==> src/rtl/gate_selftest_seq_if.sv <==
// Self-test bus between gate_selftest_seq and its gate under test / observer.
// master: sequencer side; slave: gate/observer side.
interface gate_selftest_seq_if;
    logic       START;
    logic       F;
    logic       A;
    logic       B;
    logic       BUSY;
    logic       DONE;
    logic       PASS;
    logic [3:0] FAIL_MASK;
    logic [2:0] PASS_CNT;

    modport master (
        input  START, F,
        output A, B, BUSY, DONE, PASS, FAIL_MASK, PASS_CNT
    );

    modport slave (
        output START, F,
        input  A, B, BUSY, DONE, PASS, FAIL_MASK, PASS_CNT
    );
endinterface

==> src/rtl/gate_selftest_seq.sv <==
// On-chip self-test sequencer for a 2-input gate: walks the 4-entry truth table.
// Optional GATE_SELFTEST_STICKY_EN: FAIL_MASK accumulates across runs until reset.
module gate_selftest_seq #(
    parameter int unsigned SETTLE_CYCLES = 2,
    parameter logic [3:0]  EXPECTED      = 4'b1110
) (
    input  logic                CLK,
    input  logic                RST,
    gate_selftest_seq_if.master bus
);
    localparam int unsigned CNT_W = 4;
    localparam logic [CNT_W-1:0] CNT_LOAD = CNT_W'(SETTLE_CYCLES - 1);

    typedef enum logic [1:0] {IDLE, SETTLE, CHECK, FINISH} state_t;

    state_t           state, state_d;
    logic [1:0]       idx, idx_d;
    logic [CNT_W-1:0] cnt, cnt_d;
    logic [1:0]       ab_q, ab_d;
    logic             busy_q, busy_d;
    logic             done_q, done_d;
    logic             pass_q, pass_d;
    logic [3:0]       mask_q, mask_d;
    logic [2:0]       pcnt_q, pcnt_d;
    logic             match_c;

    // Unknown F never equals the expected bit, so it is recorded as a mismatch
    assign match_c = (bus.F === EXPECTED[idx]);

    always_comb begin
        state_d = state;
        idx_d   = idx;
        cnt_d   = cnt;
        ab_d    = ab_q;
        mask_d  = mask_q;
        pcnt_d  = pcnt_q;
        pass_d  = pass_q;
        busy_d  = 1'b0;
        done_d  = 1'b0;

        case (state)
            IDLE: begin
                ab_d = 2'b00;
                if (bus.START) begin
                    state_d = SETTLE;
                    idx_d   = 2'd0;
                    cnt_d   = CNT_LOAD;
`ifndef GATE_SELFTEST_STICKY_EN
                    mask_d  = 4'b0000;
`endif
                    pcnt_d  = 3'd0;
                    pass_d  = 1'b0;
                end
            end
            SETTLE: begin
                if (cnt == '0) state_d = CHECK;
                else           cnt_d   = cnt - CNT_W'(1);
            end
            CHECK: begin
                if (match_c) pcnt_d      = pcnt_q + 3'd1;
                else         mask_d[idx] = 1'b1;
                if (idx == 2'd3) begin
                    state_d = FINISH;
                    ab_d    = 2'b00;
                    pass_d  = (mask_d == 4'b0000);
                end else begin
                    state_d = SETTLE;
                    idx_d   = idx + 2'd1;
                    ab_d    = idx + 2'd1;
                    cnt_d   = CNT_LOAD;
                end
            end
            FINISH: begin
                state_d = IDLE;
            end
            default: state_d = IDLE;
        endcase

        // Status outputs are registered copies of the upcoming state
        busy_d = (state_d == SETTLE) || (state_d == CHECK);
        done_d = (state_d == FINISH);
    end

    always_ff @(posedge CLK) begin
        if (RST) begin
            state  <= IDLE;
            idx    <= 2'd0;
            cnt    <= '0;
            ab_q   <= 2'b00;
            busy_q <= 1'b0;
            done_q <= 1'b0;
            pass_q <= 1'b0;
            mask_q <= 4'b0000;
            pcnt_q <= 3'd0;
        end else begin
            state  <= state_d;
            idx    <= idx_d;
            cnt    <= cnt_d;
            ab_q   <= ab_d;
            busy_q <= busy_d;
            done_q <= done_d;
            pass_q <= pass_d;
            mask_q <= mask_d;
            pcnt_q <= pcnt_d;
        end
    end

    assign bus.A         = ab_q[1];
    assign bus.B         = ab_q[0];
    assign bus.BUSY      = busy_q;
    assign bus.DONE      = done_q;
    assign bus.PASS      = pass_q;
    assign bus.FAIL_MASK = mask_q;
    assign bus.PASS_CNT  = pcnt_q;
endmodule

==> src/flat_wrapper.sv <==
// flat-port wrapper written by rule: the top's interface ports become plain ports
module gate_selftest_seq_flat 
#(
    parameter int unsigned SETTLE_CYCLES = 2,
    parameter logic [3:0]  EXPECTED      = 4'b1110
)
  (CLK, RST, bus_START, bus_F, bus_A, bus_B, bus_BUSY, bus_DONE, bus_PASS, bus_FAIL_MASK, bus_PASS_CNT);
  gate_selftest_seq_if bus_i ();
  input  logic CLK;
  input  logic RST;
  input wire logic [$bits(bus_i.START)-1:0] bus_START;
  input wire logic [$bits(bus_i.F)-1:0] bus_F;
  output wire logic [$bits(bus_i.A)-1:0] bus_A;
  output wire logic [$bits(bus_i.B)-1:0] bus_B;
  output wire logic [$bits(bus_i.BUSY)-1:0] bus_BUSY;
  output wire logic [$bits(bus_i.DONE)-1:0] bus_DONE;
  output wire logic [$bits(bus_i.PASS)-1:0] bus_PASS;
  output wire logic [$bits(bus_i.FAIL_MASK)-1:0] bus_FAIL_MASK;
  output wire logic [$bits(bus_i.PASS_CNT)-1:0] bus_PASS_CNT;
  assign bus_i.START = bus_START;
  assign bus_i.F = bus_F;
  assign bus_A = bus_i.A;
  assign bus_B = bus_i.B;
  assign bus_BUSY = bus_i.BUSY;
  assign bus_DONE = bus_i.DONE;
  assign bus_PASS = bus_i.PASS;
  assign bus_FAIL_MASK = bus_i.FAIL_MASK;
  assign bus_PASS_CNT = bus_i.PASS_CNT;
  gate_selftest_seq #(.SETTLE_CYCLES(SETTLE_CYCLES), .EXPECTED(EXPECTED)) u_core (.CLK(CLK), .RST(RST), .bus(bus_i));
endmodule
==> config.mk <==
export PLATFORM = sky130hd
export DESIGN_NAME = gate_selftest_seq_flat
export DESIGN_NICKNAME = d
export VERILOG_FILES = /design/src/rtl/gate_selftest_seq_if.sv /design/src/rtl/gate_selftest_seq.sv /design/src/flat_wrapper.sv
export SDC_FILE = /design/constraint.sdc
export NUM_CORES = 1
export LEC_CHECK = 0
export CAP_MARGIN = 0
export CORE_MARGIN = 2
export CORE_UTILIZATION = 46
export CTS_BUF_LIST = sky130_fd_sc_hd__clkbuf_16
export CTS_CLUSTER_SIZE = 12
export DETAILED_ROUTE_END_ITERATION = 10
export GPL_ROUTABILITY_DRIVEN = 1
export HOLD_SLACK_MARGIN = 0.02
export MAX_ROUTING_LAYER = met4
export PLACE_DENSITY = 0.73
export RECOVER_POWER = 25
export SYNTH_ARGS = -nofsm -noshare
export SYNTH_HDL_FRONTEND = slang
export SYNTH_SLANG_ARGS = --single-unit
==> constraint.sdc <==
create_clock -name CLK -period 1.6 [get_ports CLK]
set_clock_uncertainty 0.2 [all_clocks]
set_input_delay 0.48 -clock CLK [delete_from_list [all_inputs] [get_ports CLK]]
set_output_delay 0.48 -clock CLK [all_outputs]
set_load 0.1 [all_outputs]
# Yosys cells after proc, flatten, opt, wreduce, memory -nomap -nowiden
# Index checks and enable logic that the tools add are counted.
dict set report classes {
  reduce_logical 12
  n_mux 27
  n_addsub 3
  bitwise 1
  n_eq_ne 13
  order_cmp 2
}
# operator count
set ops {}
lappend ops {{4-bit 2-to-1 mux} 6}
lappend ops {{2-bit 2-to-1 mux} 6}
lappend ops {{4-bit case mux with 3 select lines} 1}
lappend ops {{2-bit equality test (second input constant)} 5}
lappend ops {{3-bit AND reduction} 3}
lappend ops {{4-bit logical NOT} 2}
lappend ops {{2-bit case mux with 2 select lines} 2}
lappend ops {{2-bit case mux with 4 select lines} 1}
lappend ops {{4-bit case mux with 2 select lines} 1}
lappend ops {{3-bit 2-to-1 mux} 2}
lappend ops {{2-bit != test (second input constant)} 3}
lappend ops {{3-bit case mux with 2 select lines} 1}
lappend ops {{2-bit by 1-bit equality test with 1-bit output (second input constant)} 2}
lappend ops {{1-bit 2-to-1 mux} 4}
lappend ops {{2-bit by 1-bit != test with 1-bit output (second input constant)} 2}
lappend ops {{4-bit bitwise OR} 1}
lappend ops {{4-bit AND reduction} 1}
lappend ops {{4-bit by 1-bit subtractor with 4-bit output (second input constant)} 1}
lappend ops {{3-bit by 1-bit adder with 3-bit output (second input constant)} 1}
lappend ops {{2-bit by 3-bit less-than comparator with 1-bit output (second input constant)} 1}
lappend ops {{3-bit nonzero test} 1}
lappend ops {{2-bit by 1-bit adder with 2-bit output (second input constant)} 1}
lappend ops {{1-bit binary-select mux with 2-bit select} 1}
lappend ops {{1-bit demux with 2-bit select} 1}
lappend ops {{8 further kinds} 8}
dict set report totals {
  output_inout_bits 12
  in_bits 4
  regBits 20
  wordCells 67
}

# Logic depth before layout (Yosys ltp)
dict set report depth {
  ltp_word 10
  ltp_mapped 7
  depth_no_buf 7
}

# Worst setup path before layout
# No wires, ideal clock.
dict set report synth_timing {
  path_type {reg2reg}
  from {register u_core.pcnt_q[0] (netlist: u_core.bus.PASS_CNT[0])}
  to {register u_core.pcnt_q[2] (netlist: u_core.bus.PASS_CNT[2])}
  setup_slack_ns -0.577
  required_time_ns 1.330
  setup_time_ns 0.070
  path_buffers 0
  period_less_slack_ns 2.177
  path_stages_with_launch 5
  t_arrival_ns 1.907
  path_cell_list {dfxtp_1 > ha_1 > inv_1 > or4_1 > a21oi_1}
}
dict set report synth_between {
  elab_chain_cells 3
}
# element line_no
set synth_rtl {}
lappend synth_rtl {{from (decl)} gate_selftest_seq.sv:24} ;# logic [2:0] pcnt_q, pcnt_d;
lappend synth_rtl {{from (signal assigned)} gate_selftest_seq.sv:104} ;# pcnt_q <= pcnt_d;
lappend synth_rtl {{3-bit by 1-bit adder with 3-bit output} gate_selftest_seq.sv:60} ;# if (match_c) pcnt_d = pcnt_q + 3'd1;
lappend synth_rtl {{3-bit 2-to-1 mux} gate_selftest_seq.sv:60}
lappend synth_rtl {{3-bit case mux with 2 select lines} gate_selftest_seq.sv:41} ;# case (state)
# No other way between the ends. The select of a mux whose other input is x is not followed.
# A chain may end at the register's enable or synchronous reset.

# Final worst setup path
dict set report layout_timing {
  from {register u_core.cnt[1]}
  to {register u_core.busy_q (netlist: u_core.bus.BUSY)}
}
dict set report layout_between {
  elab_chain_cells 5
  elab_cells_between_ends 6
  classes_between {eq/ne (2); mux (2); reduce/logical (2)}
}
# element line_no
set layout_rtl {}
lappend layout_rtl {{from (decl)} gate_selftest_seq.sv:18} ;# logic [CNT_W-1:0] cnt, cnt_d;
lappend layout_rtl {{from (signal assigned)} gate_selftest_seq.sv:98} ;# cnt <= cnt_d;
lappend layout_rtl {{4-bit logical NOT *} gate_selftest_seq.sv:56} ;# if (cnt == '0) state_d = CHECK;
lappend layout_rtl {{2-bit 2-to-1 mux *} gate_selftest_seq.sv:56}
lappend layout_rtl {{2-bit case mux with 4 select lines *} gate_selftest_seq.sv:41}
lappend layout_rtl {{2-bit by 1-bit equality test with 1-bit output or 2-bit equality test (tied branches)} gate_selftest_seq.sv:80} ;# busy_d = (state_d == SETTLE) || (state_d == CHECK);
lappend layout_rtl {{1-bit logical OR *} gate_selftest_seq.sv:80}
lappend layout_rtl {{named net u_core.busy_d} gate_selftest_seq.sv:20} ;# logic busy_q, busy_d;
lappend layout_rtl {{to (signal assigned)} gate_selftest_seq.sv:100} ;# busy_q <= busy_d;
lappend layout_rtl {{to (decl)} gate_selftest_seq.sv:20}
# The timed path passes the listed nets; every way through them passes the cells marked *.

==> results by group <==
Finish
  • Share of layout cells above drive strength 1: 0.624
  • NumNets Final: 170
  • Most frequent cells in the layout: buf_4, buf_12, dfxtp_2, nor2_1, ha_4
  • # diodes: 0
  • Area delta synth->final: 85.0%
  • Commonest non-fill, non-tap cell in the layout: buf_4
  • Post-Layout Cell Count: 185
  • Final Instance Area: 0.00188 mm^2
  • Fill cell count: 95
  • Register area: 427 um^2
  • Multi-input gate area: 793 um^2

Floorplan
  • Die area: 0.00261 mm^2
  • Die height: 51.1 um
  • Die width: 51.1 um
  • Core area: 0.00215 mm^2
  • # IOs: 16
  • Starting Density: 0.474
  • # rows: 17

Worst setup path
  • CP cell instances: inv_2 -> ha_4 -> nor3b_2 -> a22oi_2 -> inv_1 -> ha_4 -> nor2b_1
  • Crit-path most repeated cell: ha_4
  • Worst-path cell with the longest stage delay: dfxtp_2
  • Worst Path Required: 1.55 ns
  • Worst Setup Path Type: flip-flop to flip-flop
  • CP Launch Type: flip-flop
  • Crit path DAT: 1.71 ns
  • Crit path capture type: flip-flop
  • Crit. Startpoint: u_core.cnt[1]$_SDFFE_PP0P_
  • Worst Path Max Fanout: 3
  • Critical Path Max Stage Delay: 0.34 ns
  • Reg2Reg Launch Point: u_core.cnt[1]$_SDFFE_PP0P_

Yosys
  • Unique masters post-synth: 39
  • Async SR Flop Fraction: 0
  • Top cells by area, synth: dfxtp_1, ha_1, a21oi_1
  • Mapped Area: 0.00102 mm^2
  • Post-Syn Instances: 112
  • Synth Register Bits: 20
  • Avg Cell Area, Syn: 9.09 um^2
  • Seq/Total Area, Yosys: 0.393
  • Post-synth EDFFs: 0
  • Yosys top cell area share: 0.393
  • Synth Flop Type: dfxtp_1
  • Synth area leader: dfxtp_1
  • Synthesis Warnings: 0
  • Syn Nets: 124

Timing
  • RSZ-0062 raised after global routing: yes
  • Setup Viol. Count Final: 8
  • Post-route minimum period: 1.75 ns
  • Worst Tran Pin Value: 0.359 ns
  • Worst rel slew slack: 0.758
  • Final Cycle Share: 1.10
  • Slew Viols, Final: 0
  • Final Hold Viols: 0
  • Fmax: 571 MHz
  • Post-route worst setup slack: -0.153 ns

Clock network
  • CTS clk-pin slew, worst paths: 0.06 ns
  • Skew-Pair Late Insertion Delay: 0.26 ns
  • Clk sinks: 20
  • Hold_buf cts: 0
  • Clk Tree Root Cell: clkbuf_16
  • CTS tree: done
  • Num CTS Buffers: 3
  • H-tree depth: 1
  • CTS max path bufs: 2

Placement
  • Gpl congestion: 0.788
  • Detail Placement HPWL: 1840 um
  • Pre-CTS WS: -0.397 ns
  • Placed Cells: 173
  • Port Buf Inserts: 15
  • Placed Instance Area: 0.00150 mm^2

GRT
  • Largest net degree at the start of global routing: 13
  • Global-route wire length before repair: 5200 um
  • Tot GR Track Use: 0.287
  • Overflow left after global routing: 0
  • Antenna violations before repair: 0
  • Vias in the first global route: 1106

Hold path
  • Worst min path class: flip-flop to flip-flop
  • Hold path startpoint: u_core.ab_q[0]$_SDFFE_PP0P_

Route
  • Avg WL per Cell: 22.1 um
  • Vias: 1110
  • First DRT Iteration DRCs: 48
  • Drc violations: 0
  • Routed wire length: 4080 um
  • Antenna Violating Nets Remaining: 0
  • Initial DRT Pass Iterations: 4
  • Vias per cell: 6.00

Power and ir drop
  • Maximum vdd ir drop: 0.00109 V
  • Pwr per Cell Area: 881 mW/mm^2
  • Leakage power: 0.739 nW

Run
  • Max-Cap Viols: 0

Run status
  • Status: complete, but fails checks
  • Violated checks: negative setup slack
==> Yosys cell counts, drive strengths merged (3+ instances only) <==
library cell  instances
dfxtp                20
inv                   8
nor2b                 6
a21oi                 8
buf                   3
ha                    8
nor2                  9
nand2                 4
o21ai                 6
nand2b                3
nor3                  3
a31oi                 5
==> where the power goes <==
part / internal [W] / switching [W]
clock network: 0.000434 / 0.000197
registers: 0.000518 / 0.0000258
logic: 0.000224 / 0.000261
total: 0.00118 / 0.000484
==> critical path: cells and delay by family (launching register included) <==
| family | cells | cell delay [ns] |
|---|---|---|
| adders and majority gates | 2 | 0.42 |
| buffers and inverters | 2 | 0.18 |
| AOI/OAI and AO/OA | 1 | 0.22 |
| DFF | 1 | 0.34 |
| and+or+nand+nor | 2 | 0.29 |
==> metrics by stage <==
| step | hold slack (ns) | TNS [ns] | total power, W | util |
|---|---|---|---|---|
| after floorplan | 0.278 | -0.177 | 0.000747 | - |
| after global placement | 0.263 | -4.11 | 0.000879 | 0.699 |
| after detailed placement | 0.271 | -4.75 | 0.000886 | 0.699 |
| after CTS | 0.282 | -0.215 | 0.00156 | 0.796 |
| after global routing | 0.305 | -1.10 | 0.00171 | 0.877 |
| final | 0.284 | -0.599 | 0.00166 | 0.877 |
==> area by class of cell <==
class / instances / area share
Tap cell: 28 / 0.0186
Sequential cell: 20 / 0.226
Clock buffer: 4 / 0.0531
Timing Repair Buffer: 45 / 0.264
Inverter: 8 / 0.0173
Multi-Input combinational cell: 80 / 0.421
==> timing repair <==
item / in CTS / in global routing
pin swaps: 6 / 8
gates cloned: 0 / 0
setup buffers: 6 / 2
gates resized for setup: 19 / 37
endpoints found under the setup margin: 16 / 18
==> logic make-up (layout without fill, tap and decap cells) <==
| logic type | Yosys count | count (layout) | share of synthesized area |
|---|---|---|---|
| compound gates | 32 | 32 | 0.209 |
| mux | 2 | 2 | 0.0197 |
| xor+xnor | 2 | 2 | 0.0172 |
| buf+inv | 12 | 57 | 0.0565 |
| simple gates | 36 | 36 | 0.206 |
| fa+ha+maj | 8 | 8 | 0.0983 |
| flops | 20 | 20 | 0.393 |
==> flip-flops by register name (all words and copies together), names as in the netlist <==
name and cells:
u_core.ab_q 2, u_core.bus.DONE 1, u_core.bus.PASS 1, u_core.cnt 4
u_core.bus.BUSY 1, u_core.state 2, u_core.bus.PASS_CNT 3, u_core.idx 2
u_core.bus.FAIL_MASK 4
==> layer usage <==
metal  vias up  wire length, um  GRT usage
met3        19              256     0.0380
met5         -                0          -
li1        492                -          -
met1       539             1600      0.327
met4         0              204      0.203
met2        60             2020      0.463
==> final timing paths <==
kind	to	slack (ns)	cells after the start
max reg2reg	u_core.bus.BUSY$_SDFF_PP0_	-0.15	7
min reg2reg	u_core.ab_q[0]$_SDFFE_PP0P_	0.28	2
min	u_core.ab_q[0]$_SDFFE_PP0P_	0.28	2
max	u_core.bus.BUSY$_SDFF_PP0_	-0.15	7
Note: power is estimated with default switching activity, not from simulation.
